[config.mk]
export PLATFORM = sky130hd
export DESIGN_NAME = muldiv_issue_ctrl
export DESIGN_NICKNAME = d
export VERILOG_FILES = /design/src/rtl/muldiv_issue_ctrl_pkg.sv /design/src/rtl/muldiv_special_case.sv /design/src/rtl/muldiv_issue_ctrl.sv
export SDC_FILE = /design/constraint.sdc
export NUM_CORES = 1
export LEC_CHECK = 0
export ABC_AREA = 1
export CAP_MARGIN = 15
export CORE_ASPECT_RATIO = 1.5
export CORE_MARGIN = 2
export CORE_UTILIZATION = 45
export DETAILED_ROUTE_END_ITERATION = 6
export GPL_TIMING_DRIVEN = 0
export PLACE_DENSITY = 0.92
export SLEW_MARGIN = 15
export SYNTH_ARGS = -nofsm -noshare
export SYNTH_HDL_FRONTEND = slang
export SYNTH_SLANG_ARGS = --single-unit
[constraint.sdc]
create_clock -name clk -period 1.7 [get_ports clk]
set_input_delay 0.17 -clock clk [delete_from_list [all_inputs] [get_ports clk]]
set_output_delay 0.17 -clock clk [all_outputs]
set_load 0.05 [all_outputs]
[src/rtl/muldiv_issue_ctrl_pkg.sv]
// ---------------------------------------------------------------------------
// muldiv_issue_ctrl_pkg
// Shared definitions for the execute-stage multiply/divide front end and the
// fixed-latency MulDivUnit behind it.
//   MulDivCode      : 3-bit operation code (RISC-V M-extension funct3 order)
//   MulDivState     : issue controller FSM states
//   MUL_DIV_LATENCY : launch-to-result latency of MulDivUnit, in cycles
// ---------------------------------------------------------------------------
package muldiv_issue_ctrl_pkg;

    localparam int MUL_DIV_LATENCY = 8;

    typedef enum logic [2:0] {
        MUL    = 3'd0,
        MULH   = 3'd1,
        MULHSU = 3'd2,
        MULHU  = 3'd3,
        DIV    = 3'd4,
        DIVU   = 3'd5,
        REM    = 3'd6,
        REMU   = 3'd7
    } MulDivCode;

    typedef enum logic [1:0] {
        IDLE = 2'd0,
        BUSY = 2'd1,
        DONE = 2'd2
    } MulDivState;

endpackage

[src/rtl/muldiv_special_case.sv]
// ---------------------------------------------------------------------------
// muldiv_special_case
// Combinational detector for the divide cases whose RISC-V result is fixed
// by definition, so they can complete without launching MulDivUnit.
//   code        in  3           MulDivCode of the instruction
//   op1, op2    in  DATA_WIDTH  dividend / divisor
//   is_fast     out 1           op is divide-by-zero or signed overflow
//   fast_result out DATA_WIDTH  architecturally defined result for that case
// ---------------------------------------------------------------------------
module muldiv_special_case
    import muldiv_issue_ctrl_pkg::*;
#(
    parameter int DATA_WIDTH = 32
) (
    input  logic [2:0]            code,
    input  logic [DATA_WIDTH-1:0] op1,
    input  logic [DATA_WIDTH-1:0] op2,
    output logic                  is_fast,
    output logic [DATA_WIDTH-1:0] fast_result
);

    localparam logic [DATA_WIDTH-1:0] MOST_NEGATIVE = {1'b1, {(DATA_WIDTH-1){1'b0}}};

    MulDivCode w_code;
    logic      w_isDiv;
    logic      w_isRem;
    logic      w_isSigned;
    logic      w_divByZero;
    logic      w_overflow;

    assign w_code      = MulDivCode'(code);
    assign w_isDiv     = (w_code == DIV) || (w_code == DIVU) || (w_code == REM) || (w_code == REMU);
    assign w_isRem     = (w_code == REM) || (w_code == REMU);
    assign w_isSigned  = (w_code == DIV) || (w_code == REM);
    assign w_divByZero = w_isDiv && (op2 == '0);
    // Only the signed ops can overflow: most-negative / -1.
    assign w_overflow  = w_isSigned && (op1 == MOST_NEGATIVE) && (op2 == '1);

    // Divide-by-zero takes priority; the two cases cannot overlap anyway
    // because overflow requires a divisor of all ones.
    always_comb begin
        is_fast     = w_divByZero || w_overflow;
        fast_result = '0;
        if (w_divByZero) begin
            fast_result = w_isRem ? op1 : '1;
        end else if (w_overflow) begin
            fast_result = w_isRem ? '0 : MOST_NEGATIVE;
        end
    end

endmodule

[src/rtl/muldiv_issue_ctrl.sv]
// ---------------------------------------------------------------------------
// muldiv_issue_ctrl
// Execute-stage front end for the multi-cycle MulDivUnit. Launches a MulDiv
// op, stalls the pipeline until the unit's result is due, short-circuits the
// fixed-result divide cases, and hands a tagged result to EX/MEM.
//   clk, rst                    clock / synchronous active-low reset
//   flush                       branch-mispredict flush (drops in-flight op)
//   in_valid, in_is_muldiv      ID/EX slot qualifiers
//   in_code, in_op1, in_op2     operation and operands
//   in_rd, in_wr_en             destination tag and write enable
//   unit_code, unit_op1/op2     registered launch values to MulDivUnit
//   unit_result                 MulDivUnit output, due LATENCY cycles later
//   stall                       hold IF/ID/EX while an op is outstanding
//   out_valid                   one-cycle completion pulse
//   out_result, out_rd          held until the next completion
//   out_wr_en                   write enable, never set for rd = 0
// ---------------------------------------------------------------------------
module muldiv_issue_ctrl
    import muldiv_issue_ctrl_pkg::*;
#(
    parameter int LATENCY        = MUL_DIV_LATENCY,
    parameter int DATA_WIDTH     = 32,
    parameter int REG_ADDR_WIDTH = 5
) (
    input  logic                      clk,
    input  logic                      rst,
    input  logic                      flush,
    input  logic                      in_valid,
    input  logic                      in_is_muldiv,
    input  logic [2:0]                in_code,
    input  logic [DATA_WIDTH-1:0]     in_op1,
    input  logic [DATA_WIDTH-1:0]     in_op2,
    input  logic [REG_ADDR_WIDTH-1:0] in_rd,
    input  logic                      in_wr_en,
    output logic [2:0]                unit_code,
    output logic [DATA_WIDTH-1:0]     unit_op1,
    output logic [DATA_WIDTH-1:0]     unit_op2,
    input  logic [DATA_WIDTH-1:0]     unit_result,
    output logic                      stall,
    output logic                      out_valid,
    output logic [DATA_WIDTH-1:0]     out_result,
    output logic [REG_ADDR_WIDTH-1:0] out_rd,
    output logic                      out_wr_en
);

    localparam int CNT_W = $clog2(LATENCY);

    MulDivState                r_state;
    MulDivState                w_nextState;
    logic [CNT_W-1:0]          r_count;
    logic [2:0]                r_unitCode;
    logic [DATA_WIDTH-1:0]     r_unitOp1;
    logic [DATA_WIDTH-1:0]     r_unitOp2;
    logic [REG_ADDR_WIDTH-1:0] r_tagRd;
    logic                      r_tagWrEn;
    logic [DATA_WIDTH-1:0]     r_outResult;
    logic [REG_ADDR_WIDTH-1:0] r_outRd;
    logic                      r_outWrEn;

    logic                      w_accept;
    logic                      w_isFast;
    logic [DATA_WIDTH-1:0]     w_fastResult;

    // Accept is only possible from IDLE; DONE ignores the still-present
    // instruction that just completed.
    assign w_accept = rst && (r_state == IDLE) && in_valid && in_is_muldiv && !flush;

    muldiv_special_case #(
        .DATA_WIDTH (DATA_WIDTH)
    ) u_specialCase (
        .code        (in_code),
        .op1         (in_op1),
        .op2         (in_op2),
        .is_fast     (w_isFast),
        .fast_result (w_fastResult)
    );

    // State register.
    always_ff @(posedge clk) begin
        if (!rst) begin
            r_state <= IDLE;
        end else begin
            r_state <= w_nextState;
        end
    end

    // Next state. Flush wins over every transition, so an op in BUSY is
    // abandoned and the unit's eventual result is never latched.
    always_comb begin
        w_nextState = r_state;
        unique case (r_state)
            IDLE:    if (w_accept) w_nextState = w_isFast ? DONE : BUSY;
            BUSY:    if (r_count == '0) w_nextState = DONE;
            DONE:    w_nextState = IDLE;
            default: w_nextState = IDLE;
        endcase
        if (flush) begin
            w_nextState = IDLE;
        end
    end

    // Counter, launch registers and result registers. Output result/tag are
    // only written at a completion, so a flush leaves the last delivered
    // value visible but revokes its write enable.
    always_ff @(posedge clk) begin
        if (!rst) begin
            r_count     <= '0;
            r_unitCode  <= '0;
            r_unitOp1   <= '0;
            r_unitOp2   <= '0;
            r_tagRd     <= '0;
            r_tagWrEn   <= 1'b0;
            r_outResult <= '0;
            r_outRd     <= '0;
            r_outWrEn   <= 1'b0;
        end else if (flush) begin
            r_count   <= '0;
            r_outWrEn <= 1'b0;
        end else begin
            unique case (r_state)
                IDLE: begin
                    if (w_accept) begin
                        if (w_isFast) begin
                            r_outResult <= w_fastResult;
                            r_outRd     <= in_rd;
                            r_outWrEn   <= in_wr_en && (in_rd != '0);
                        end else begin
                            r_unitCode <= in_code;
                            r_unitOp1  <= in_op1;
                            r_unitOp2  <= in_op2;
                            r_tagRd    <= in_rd;
                            r_tagWrEn  <= in_wr_en;
                            r_count    <= CNT_W'(LATENCY - 1);
                        end
                    end
                end
                BUSY: begin
                    if (r_count == '0) begin
                        r_outResult <= unit_result;
                        r_outRd     <= r_tagRd;
                        r_outWrEn   <= r_tagWrEn && (r_tagRd != '0);
                    end else begin
                        r_count <= r_count - CNT_W'(1);
                    end
                end
                default: begin
                end
            endcase
        end
    end

    assign stall      = w_accept || (r_state == BUSY);
    assign out_valid  = (r_state == DONE);
    assign out_result = r_outResult;
    assign out_rd     = r_outRd;
    assign out_wr_en  = r_outWrEn;
    assign unit_code  = r_unitCode;
    assign unit_op1   = r_unitOp1;
    assign unit_op2   = r_unitOp2;

endmodule
## Word-level counts from Yosys, hierarchy flattened

Cells that the tools add are included.

- Bits of input ports: 110
- Flip-flop bits (word level): 116

- Equality and inequality tests: 13
- Muxes and demuxes: 24
- Bitwise operators: 3
- Reduce and logical (&&, ||, !) cells: 29
- Add/sub/neg operators: 1

Operators by type and width:

| cell | number |
|---|---|
| 32-bit 2-to-1 mux | 7 |
| 32-bit == test (second input constant) | 2 |
| 32-bit case mux with 2 select lines | 1 |
| 32-bit zero test | 1 |
| 5-bit 2-to-1 mux | 3 |
| 3-bit == test (second input constant) | 4 |
| 4-bit AND reduction | 3 |
| 2-bit != test (second input constant) | 5 |
| 5-bit case mux with 2 select lines | 1 |
| 5-bit nonzero test | 2 |
| 1-bit logical AND | 9 |
| 3-bit 2-to-1 mux | 3 |
| 1-bit logical OR | 7 |
| 2-bit 2-to-1 mux | 3 |
| 3-bit case mux with 2 select lines | 1 |
| 5-bit AND reduction | 1 |
| 2-bit case mux with 2 select lines | 1 |
| 3-bit zero test | 1 |
| 1-bit 2-to-1 mux | 3 |
| 1-bit inverter | 3 |
| 3-bit by 1-bit subtractor with 3-bit output (second input constant) | 1 |
| 2-bit by 1-bit == test with 1-bit output (second input constant) | 1 |
| 2-bit == test (second input constant) | 1 |
| 2-bit zero test | 1 |
| other kinds (5) | 5 |

## Logic depth before layout (Yosys ltp)

Gate-level depths: netlist (run 1).

- Depth in word-level cells: 9
- Gate-level depth with buffers: 14
- Depth with buffers taken out: 13

## By module

Synthesis (run 1) repeated with hierarchy kept, for this count alone.

- Cells, all modules: 919
- Area, all modules: 6027.0 µm²

Modules (own cells, without submodules):

| module | times used | cells each | seq. area each (µm²) | area an instance (µm²) |
|---|---|---|---|---|
| muldiv_issue_ctrl | 1 | 750 | 2322.2 | 5198.7 |
| muldiv_special_case | 1 | 169 | 0.0 | 828.3 |

## Least setup slack after synthesis (run 1)

Ideal clock, no wire load.

- Kind: flip-flop to output port
- Start point: register r_state[0]
- End point: output port stall
- Setup slack: 0.196 ns
- Arrival: 1.334 ns
- Cell stages (with the launch flop): 7
- Required time: 1.530 ns
- Path through: dfxtp_1 -> inv_1 -> nor2_2 -> inv_1 -> clkbuf_1 -> buf_2 -> nand2_1

- Longest elaborated chain between the ends: 6
- Elaborated cells between the ends (all ways): 7
- Those cells by class: eq/ne (1); reduce/logical (6)

Ends and longest elaborated chain:

| item | line | text |
|---|---|---|
| from (decl) | muldiv_issue_ctrl.sv:48 | `MulDivState r_state;` |
| from (signal assigned) | muldiv_issue_ctrl.sv:83 | `r_state <= w_nextState;` |
| 2-bit zero test | muldiv_issue_ctrl.sv:66 | `assign w_accept = rst && (r_state == IDLE) && in_valid && in_is_muldiv && !flush;` |
| 1-bit logical AND (4 in a row) | muldiv_issue_ctrl.sv:66 |  |
| 1-bit logical OR * | muldiv_issue_ctrl.sv:152 | `assign stall = w_accept \|\| (r_state == BUSY);` |
| to (decl) | muldiv_issue_ctrl.sv:39 | `output logic stall,` |

Mark *: on every way between the ends. The rest lies on a longest branch, timed or not.

## Worst setup path after layout (run 1)

- Start point: input port in_op1[27]
- End point: register r_unitOp1[0] (netlist: unit_op1[0])

- Longest elaborated chain between the ends: 6

Ends and longest elaborated chain:

| item | line | text |
|---|---|---|
| from (decl) | muldiv_issue_ctrl.sv:31 | `input logic [DATA_WIDTH-1:0] in_op1,` |
| 32-bit == test | muldiv_special_case.sv:37 | `assign w_overflow = w_isSigned && (op1 == MOST_NEGATIVE) && (op2 == '1);` |
| 1-bit logical AND (2 in a row) | muldiv_special_case.sv:37 |  |
| 1-bit logical OR | muldiv_special_case.sv:42 | `is_fast = w_divByZero \|\| w_overflow;` |
| 1-bit inverter (no line) | - |  |
| 4-bit AND reduction (no line) | - |  |
| to (signal assigned) | muldiv_issue_ctrl.sv:129 | `r_unitOp1 <= in_op1;` |
| to (decl) | muldiv_issue_ctrl.sv:52 | `logic [DATA_WIDTH-1:0] r_unitOp1;` |

Every way passes these cells.
A chain may end at the register's enable or synchronous reset.

==> summary.txt, run 1 <==
GRT
  • Met3 usage in global routing: 7.34%
  • Initial antenna violation count: 2
  • First-pass GRT wire length: 32100 um
  • GR Util All Layers: 28.7%
  • Largest net degree at the start of global routing: 20
  • Vias in the first global route: 6584
  • Grt met2 use: 50.7%
  • Busiest layer in global routing: met2
  • Met1 Resource Use GR: 31.5%
  • Total gr overflow: 0

Timing
  • Worst Tran Pin Value: 0.576 ns
  • Fmax: 0.597 GHz
  • Endpoints failing hold: 0
  • Max-slew headroom: 61.8%
  • Unrepaired setup endpoints after global routing: yes
  • Final setup fails: 0
  • Min Tclk post-route: 1.67 ns
  • Max-slew violation count: 0
  • Fin crit share: 98.5%
  • Fin Setup TNS: 0 ns
  • Clock skew: 0.00555 ns

Yosys
  • FFs w/ async S/R, synth: 0%
  • Cell area after synthesis: 5800 um2
  • Register bit count reported by yosys: 116
  • Synth top area share: 40.0%
  • Area contributors post-synth: dfxtp_1 40%, nand2_1 16%, nor2_1 9.6%
  • Number of flops mapped to enable cells by yosys: 0
  • Post-Syn Nets: 1018
  • Syn avg cell area: 6.41 um2
  • Yosys top cell by area: dfxtp_1
  • Synth Instances: 906
  • Netlist cell types: 25
  • Main flop type after synthesis: dfxtp_1
  • Sequential share of the synthesized area: 40.0%
  • Ys Warns: 0

Status
  • Failing checks: design-rule violations
  • Status: complete, but fails checks

Detailed routing
  • WL/cell: 15.6 um
  • Residual DRC: 1
  • Total number of vias: 6871
  • Pre-Repair DR Iteration Count: 7
  • Routed WL: 20500 um
  • DRT iter0 DRCs: 448
  • DR vias/cell: 5.21
  • Post-route antenna net violation count: 0

Setup path
  • WP data required: 1.98 ns
  • Setup Crit Path Kind: in -> reg
  • Crit. End Element: flip-flop
  • Crit path buf inv count: 4
  • Slowest Stage Delay on Critical Path: 0.52 ns
  • Top Family by Delay on Critical Path: buffers and inverters
  • CP cell instances: clkdlybuf4s50_1 -> nor2_1 -> nand2_1 -> nor2_1 -> nand2_1 -> nor2_2 -> nand3_4 -> nand2_1 -> inv_2 -> buf_12 -> buf_6 -> nand3_1 -> a21oi_1
  • CP Data Arrival Time: 1.96 ns
  • Critical path's slowest cell: clkdlybuf4s50_1
  • CP Max Fanout: 10
  • Worst path most repeated cell: nand2_1
  • Startpoint Class: input pin

Floorplan
  • Rows: 50
  • DIE WIDTH: 96.7 um
  • Die ar.: 13800 um2
  • Die height: 143 um
  • Core Area: 12500 um2
  • Ports: 217
  • Initial core utilization: 46.4%

Clocking
  • Post-CTS Hold Fix Bufs: 0
  • Worst-skew pair later-pin latency: 0.42 ns
  • CTS Sinks: 116
  • Root Driver: clkbuf_16
  • Total CTS buffers: 17
  • CTS tree: done
  • Clock transition at the registers of the reported paths: 0.06 ns
  • Clock tree buffer depth: 2
  • H-tree levels: 4

Layout
  • Final Cell Area: 9020 um2
  • # fillers: 981
  • Net count, final: 1259
  • Fin cells: 1318
  • Area delta synth->final: 55.5%
  • Share of layout cells above drive strength 1: 9.66%

Placement
  • Post-placement cell count: 1278
  • Placed instance area: 8160 um2
  • RePlAce Congestion: 0.892
  • IO Port Bufs: 216
  • Placed wire-length estimate: 14700 um

Power and ir drop
  • Leakage: 4.60 nW
  • Peak supply drop: 0.738 mV
  • P per Cell Area: 825 nW/um2

Job
  • Max Cap Violations: 0

Hold path
  • Min-Delay Path Class: in -> reg
==> cell usage in the layout, fill, tap and decap left out, types with 2 or more instances in the layout <==
cell,instances
clkinv_2,2
o21ai_0,70
clkbuf_1,22
dfxtp_1,114
nand3_4,4
clkbuf_16,17
nand2_1,249
nand2_4,2
dlygate4sd2_1,111
clkinvlp_4,4
a21oi_1,79
bufinv_16,4
clkbuf_2,2
clkdlybuf4s50_1,63
nand2_2,2
nand4_1,10
buf_6,18
inv_1,68
nor2_4,4
buf_12,2
inv_2,8
buf_4,18
nor2_2,16
diode_2,2
nand3_1,84
dlymetal6s2s_1,40
ha_1,2
nor2_1,130
clkbuf_8,2
==> stage by stage <==
| stage | hold slack [ns] | total power, mW | setup slack [ns] | util (%) |
|---|---|---|---|---|
| after floorplan | 0.334 | 3.17 | 0.196 | - |
| after global placement | 0.447 | 3.63 | -0.604 | 65.2 |
| after detailed placement | 0.451 | 3.63 | -0.629 | 65.2 |
| after CTS | 0.209 | 7.45 | -0.0492 | 70.1 |
| after global routing | 0.108 | 7.68 | -0.0268 | 72.1 |
| final | 0.0956 | 7.44 | 0.0251 | 72.1 |
==> Yosys cell counts, types with 2 or more instances <==
cell	number
nand4_1	10
nand2_1	252
buf_6	10
buf_4	10
buf_2	11
ha_1	2
dfxtp_1	116
clkbuf_1	25
nand3_1	85
inv_2	3
o21ai_0	70
a21oi_1	79
nor2_1	149
inv_1	73
==> cell families (layout without fill, tap and decap cells) <==
| kind of cell | count (synthesis) | after routing | share of synthesized area (%) |
|---|---|---|---|
| AND/OR/NAND/NOR | 504 | 505 | 35.6 |
| AO/OA/AOI/OAI | 152 | 152 | 13.3 |
| buffers and inverters | 132 | 385 | 10.7 |
| flip-flops | 116 | 116 | 40.0 |
| adder cells (fa/ha/maj) | 2 | 2 | 0.431 |
| other | 0 | 2 | 0 |
==> power by group <==
part | switching [mW] | internal [mW] | leakage [nW] | total, mW
logic | 0.456 | 0.339 | 3.36 | 0.795
clock network | 1.34 | 2.53 | 0.299 | 3.87
registers | 0.0192 | 2.76 | 0.938 | 2.78
total | 1.82 | 5.63 | 4.60 | 7.44
==> state kept, by name, summed over array words and instances, names as in the netlist <==
register    count
unit_op1       32
r_tagRd         5
out_wr_en       1
r_count         3
unit_op2       32
out_result     32
r_tagWrEn       1
unit_code       3
r_state         2
out_rd          5
==> final cells by class <==
cell class                      instances  area (um2)  share of cell area (%)
Clock buffer                           20         457                    5.06
Buffer                                 54         410                    4.55
Tap cell                              156         195                    2.16
Sequential cell                       116        2330                    25.8
Clock inverter                         12         178                    1.97
Multi-Input combinational cell        659        2990                    33.1
Antenna cell                            2        5.00                  0.0555
Timing Repair Buffer                  223        2180                    24.1
Inverter                               76         285                    3.16
==> path summary, 6_finish.rpt <==
path                     start             to  slack [ns]  cells past startpoint
setup / recovery    in_op1[27]    unit_op1[0]        0.03                     13
setup reg to reg    r_state[0]  out_result[1]        0.09                      8
hold / removal      in_op1[31]   unit_op1[31]         0.1                      3
hold reg to reg   unit_op1[17]   unit_op1[17]        0.45                      2
==> repair_timing <==
action                                  4_1_cts  5_1_grt
pin swaps                                     2       16
gates cloned                                  1        0
endpoints found under the setup margin      222      118
buffers inserted                              3        5
resized for setup                           148       82
hold endpoints to repair                      0        0
==> routing by layer <==
metal | vias to the layer above | share of wire [%]
met4 | 0 | 5.3
met5 | - | 0
met1 | 3093 | 37
met3 | 88 | 6.9
li1 | 3377 | -
met2 | 313 | 51
==> worst reg2reg max path, cell delays in order, from the launching register on <==
cell	delay (ns)
dfxtp_4	0.36
nor2_4	0.14
nand4_1	0.19
buf_4	0.20
nand2_4	0.10
nand3_4	0.13
buf_4	0.20
nor2_1	0.12
nor2_1	0.07
(Power assumes the default switching activity.)
==> run 2: changes to the inputs <==
Settings changed: CORE_UTILIZATION 45 to 25, CTS_CLUSTER_SIZE set to 10, PLACE_DENSITY 0.92 to 0.61, SYNTH_HIERARCHICAL set to 1.
==> summary.txt, run 2 <==
Layout
  • Most common cell after layout, fill and taps aside: nand2_1
  • Most frequent cells in the layout: 261 x nand2_1, 148 x nor2_1, 148 x dlygate4sd2_1, 114 x dfxtp_1, 108 x nand3_1
  • Net count, final: 1288
  • Area delta synth->final: 59.0%
  • # fillers: 2558
  • Final Cell Area: 9580 um2
  • Share of layout cells above drive strength 1: 15.9%
  • FF/Latch Area: 2330 um2
  • Multi-input logic area: 3310 um2
  • Final Core Density: 40.5%

Yosys
  • Post-Syn Nets: 1031
  • Most common cell in the netlist: nand2_1
  • Number of flops mapped to enable cells by yosys: 0
  • Netlist cell types: 31
  • Main flop type after synthesis: dfxtp_1
  • Register bit count reported by yosys: 116
  • Ys Warns: 6
  • Sequential share of the synthesized area: 38.5%
  • Syn avg cell area: 6.56 um2
  • FFs w/ async S/R, synth: 0%
  • Area contributors post-synth: dfxtp_1 39%, nand2_1 17%, nor2_1 9.7%
  • Synth top area share: 38.5%
  • Synth Instances: 919
  • Yosys top cell by area: dfxtp_1
  • Cell area after synthesis: 6030 um2
  • Commonest cells post-synth: 268 x nand2_1, 155 x nor2_1, 116 x dfxtp_1

GRT
  • Total gr overflow: 0
  • First-pass GRT wire length: 34900 um
  • Largest net degree at the start of global routing: 17
  • Vias in the first global route: 6352
  • GR Util All Layers: 18.3%
  • Initial antenna violation count: 2

Power and ir drop
  • Clock power share: 52.2%
  • Flop pwr share: 35.6%
  • Sw frac: 24.2%
  • P per Cell Area: 823 nW/um2
  • Peak supply drop: 0.633 mV
  • Leakage: 4.47 nW
  • Psw: 1.91 mW
  • Combinational Power Share: 12.2%
  • Int Pwr: 5.98 mW

Setup path
  • Reg2reg end: out_result[14]
  • Startpoint Class: flip-flop
  • Worst setup path startpoint: r_state[1]
  • CP Data Arrival Time: 1.47 ns
  • Slowest Stage Delay on Critical Path: 0.42 ns
  • CP Max Fanout: 4
  • CP cell instances: inv_2 -> nor2_1 -> clkdlybuf4s15_2
  • WP data required: 1.53 ns
  • Critical path's slowest cell: clkdlybuf4s15_2
  • FF-to-FF setup slack: 0.07 ns
  • Crit. End Element: output port
  • Setup Crit Path Kind: reg -> out
  • FF-to-FF path depth: 11
  • Worst r2r src: r_count[0]
  • Worst Setup EP: out_valid

Timing
  • Endpoints failing hold: 0
  • Max-slew violation count: 0
  • Max-slew headroom: 59.3%
  • Fin crit share: 96.3%
  • Fmax: 0.611 GHz
  • Worst Tran Pin Value: 0.613 ns
  • Min Tclk post-route: 1.64 ns
  • Clock skew: 0.00908 ns
  • Unrepaired setup endpoints after global routing: yes
  • Final setup fails: 0

Hold path
  • Min-Delay Path Class: in -> reg

Detailed routing
  • Residual DRC: 0
  • DRT iter0 DRCs: 268
  • Total number of vias: 6511
  • DR vias/cell: 4.31
  • Routed WL: 23000 um
  • WL/cell: 15.2 um
  • Pre-Repair DR Iteration Count: 4
  • Post-route antenna net violation count: 0

Job
  • Max Cap Violations: 0

Clocking
  • Root Driver: clkbuf_16
  • Clock tree buffer depth: 2
  • Post-CTS Hold Fix Bufs: 0
  • Worst-skew pair later-pin latency: 0.42 ns
  • Clock transition at the registers of the reported paths: 0.06 ns
  • CTS tree: done
  • CTS Sinks: 116
  • Total CTS buffers: 17
  • H-tree levels: 4

Floorplan
  • Die ar.: 25400 um2
  • Ports: 217
  • Initial core utilization: 25.5%
  • Rows: 69
  • Core Area: 23700 um2
  • Die height: 194 um
  • DIE WIDTH: 131 um

Placement
  • RePlAce Congestion: 0.812
  • Placed instance area: 8640 um2
  • Placed wire-length estimate: 18100 um
  • IO Port Bufs: 216

Status
  • Status: complete, no violations
run 2: cell count changes in the layout (fill, tap and decap cells not counted), moves of 9 or more:
cell	previous run	this run
nand2_1	249	261
nor2_2	16	29
dlygate4sd2_1	111	148
a21boi_0	1	59
clkbuf_2	2	22
a21oi_1	79	4
nand3_1	84	108
clkdlybuf4s15_1	1	10
clkdlybuf4s50_1	63	44
o21ai_0	70	7
nor2_1	130	148
clkbuf_1	22	10
dlymetal6s2s_1	40	1
run 2: routing by layer:
layer	up-vias	share of wire [%]	global-route usage, %
li1	3394	-	-
met1	2910	39	19.8
met2	171	53	33.2
met3	34	5.2	4.33
met4	2	3.2	8.27
met5	-	0.030	0
run 2: cells by family after synthesis:
group,after synthesis,share of synthesized area (%)
adder cells (fa/ha/maj),2,0.415
flip-flops,116,38.5
AO/OA/AOI/OAI,89,10.9
XOR/XNOR,1,0.145
buffers and inverters,132,9.20
AND/OR/NAND/NOR,579,40.8
run 2: how the worst min path moves through the flow:
stage | start | endpoint | slack (ns) | cells past startpoint
after global placement | r_count[1] | r_count[1] | 0.45 | 2
after CTS | in_op1[17] | unit_op1[17] | 0.15 | 3
after global routing | in_op1[24] | unit_op1[24] | 0.08 | 3
final | in_op1[24] | unit_op1[24] | 0.07 | 3
after floorplan | in_rd[4] | r_tagRd[4] | 0.30 | 2
after detailed placement | r_count[1] | r_count[1] | 0.46 | 2
run 2: area by class of cell:
cell class / instances / area share, %
sequential: 116 / 24.3
inverter: 76 / 3.07
buffer: 55 / 4.05
clock buffer: 23 / 5.30
clock inverter: 8 / 1.76
multi-input combinational: 671 / 34.6
tap: 319 / 4.17
antenna: 2 / 0.0522
timing repair buffer: 239 / 22.7
run 2: repair_timing:
action | CTS | global route
gates resized for setup | 243 | 88
endpoints found under the setup margin | 222 | 111
endpoints found under the hold margin | 0 | 0
pin swaps | 19 | 30
buffers inserted | 8 | 12
gates cloned | 2 | 1
run 2: critical path, delay by kind of cell (launching register included):
family | cells | cell delay (ns)
buffers and inverters | 2 | 0.51
flip-flops | 1 | 0.40
AND/OR/NAND/NOR | 1 | 0.13
run 2: power by group through the flow:
stage          clock network [mW]  logic, mW  registers (mW)
2_1_floorplan                   0      0.306            3.03
3_3_place_gp                    0      0.998            2.87
3_5_place_dp                    0       1.00            2.87
4_1_cts                      4.22      0.939            2.81
5_1_grt                      4.31       1.04            2.81
6_report                     4.12      0.966            2.81
run 2: stage by stage:
| stage | setup slack, ns | setup TNS (ns) | instances | total power [mW] | hold slack [ns] |
|---|---|---|---|---|---|
| after floorplan | -0.0214 | -0.427 | 919 | 3.34 | 0.305 |
| after global placement | -1.03 | -103.62 | 1454 | 3.86 | 0.451 |
| after detailed placement | -1.04 | -104.71 | 1454 | 3.87 | 0.457 |
| after CTS | -0.0534 | -0.0549 | 1494 | 7.96 | 0.146 |
| after global routing | -0.0230 | -0.242 | 1508 | 8.16 | 0.0843 |
| final | 0.0636 | 0 | 1509 | 7.89 | 0.0684 |
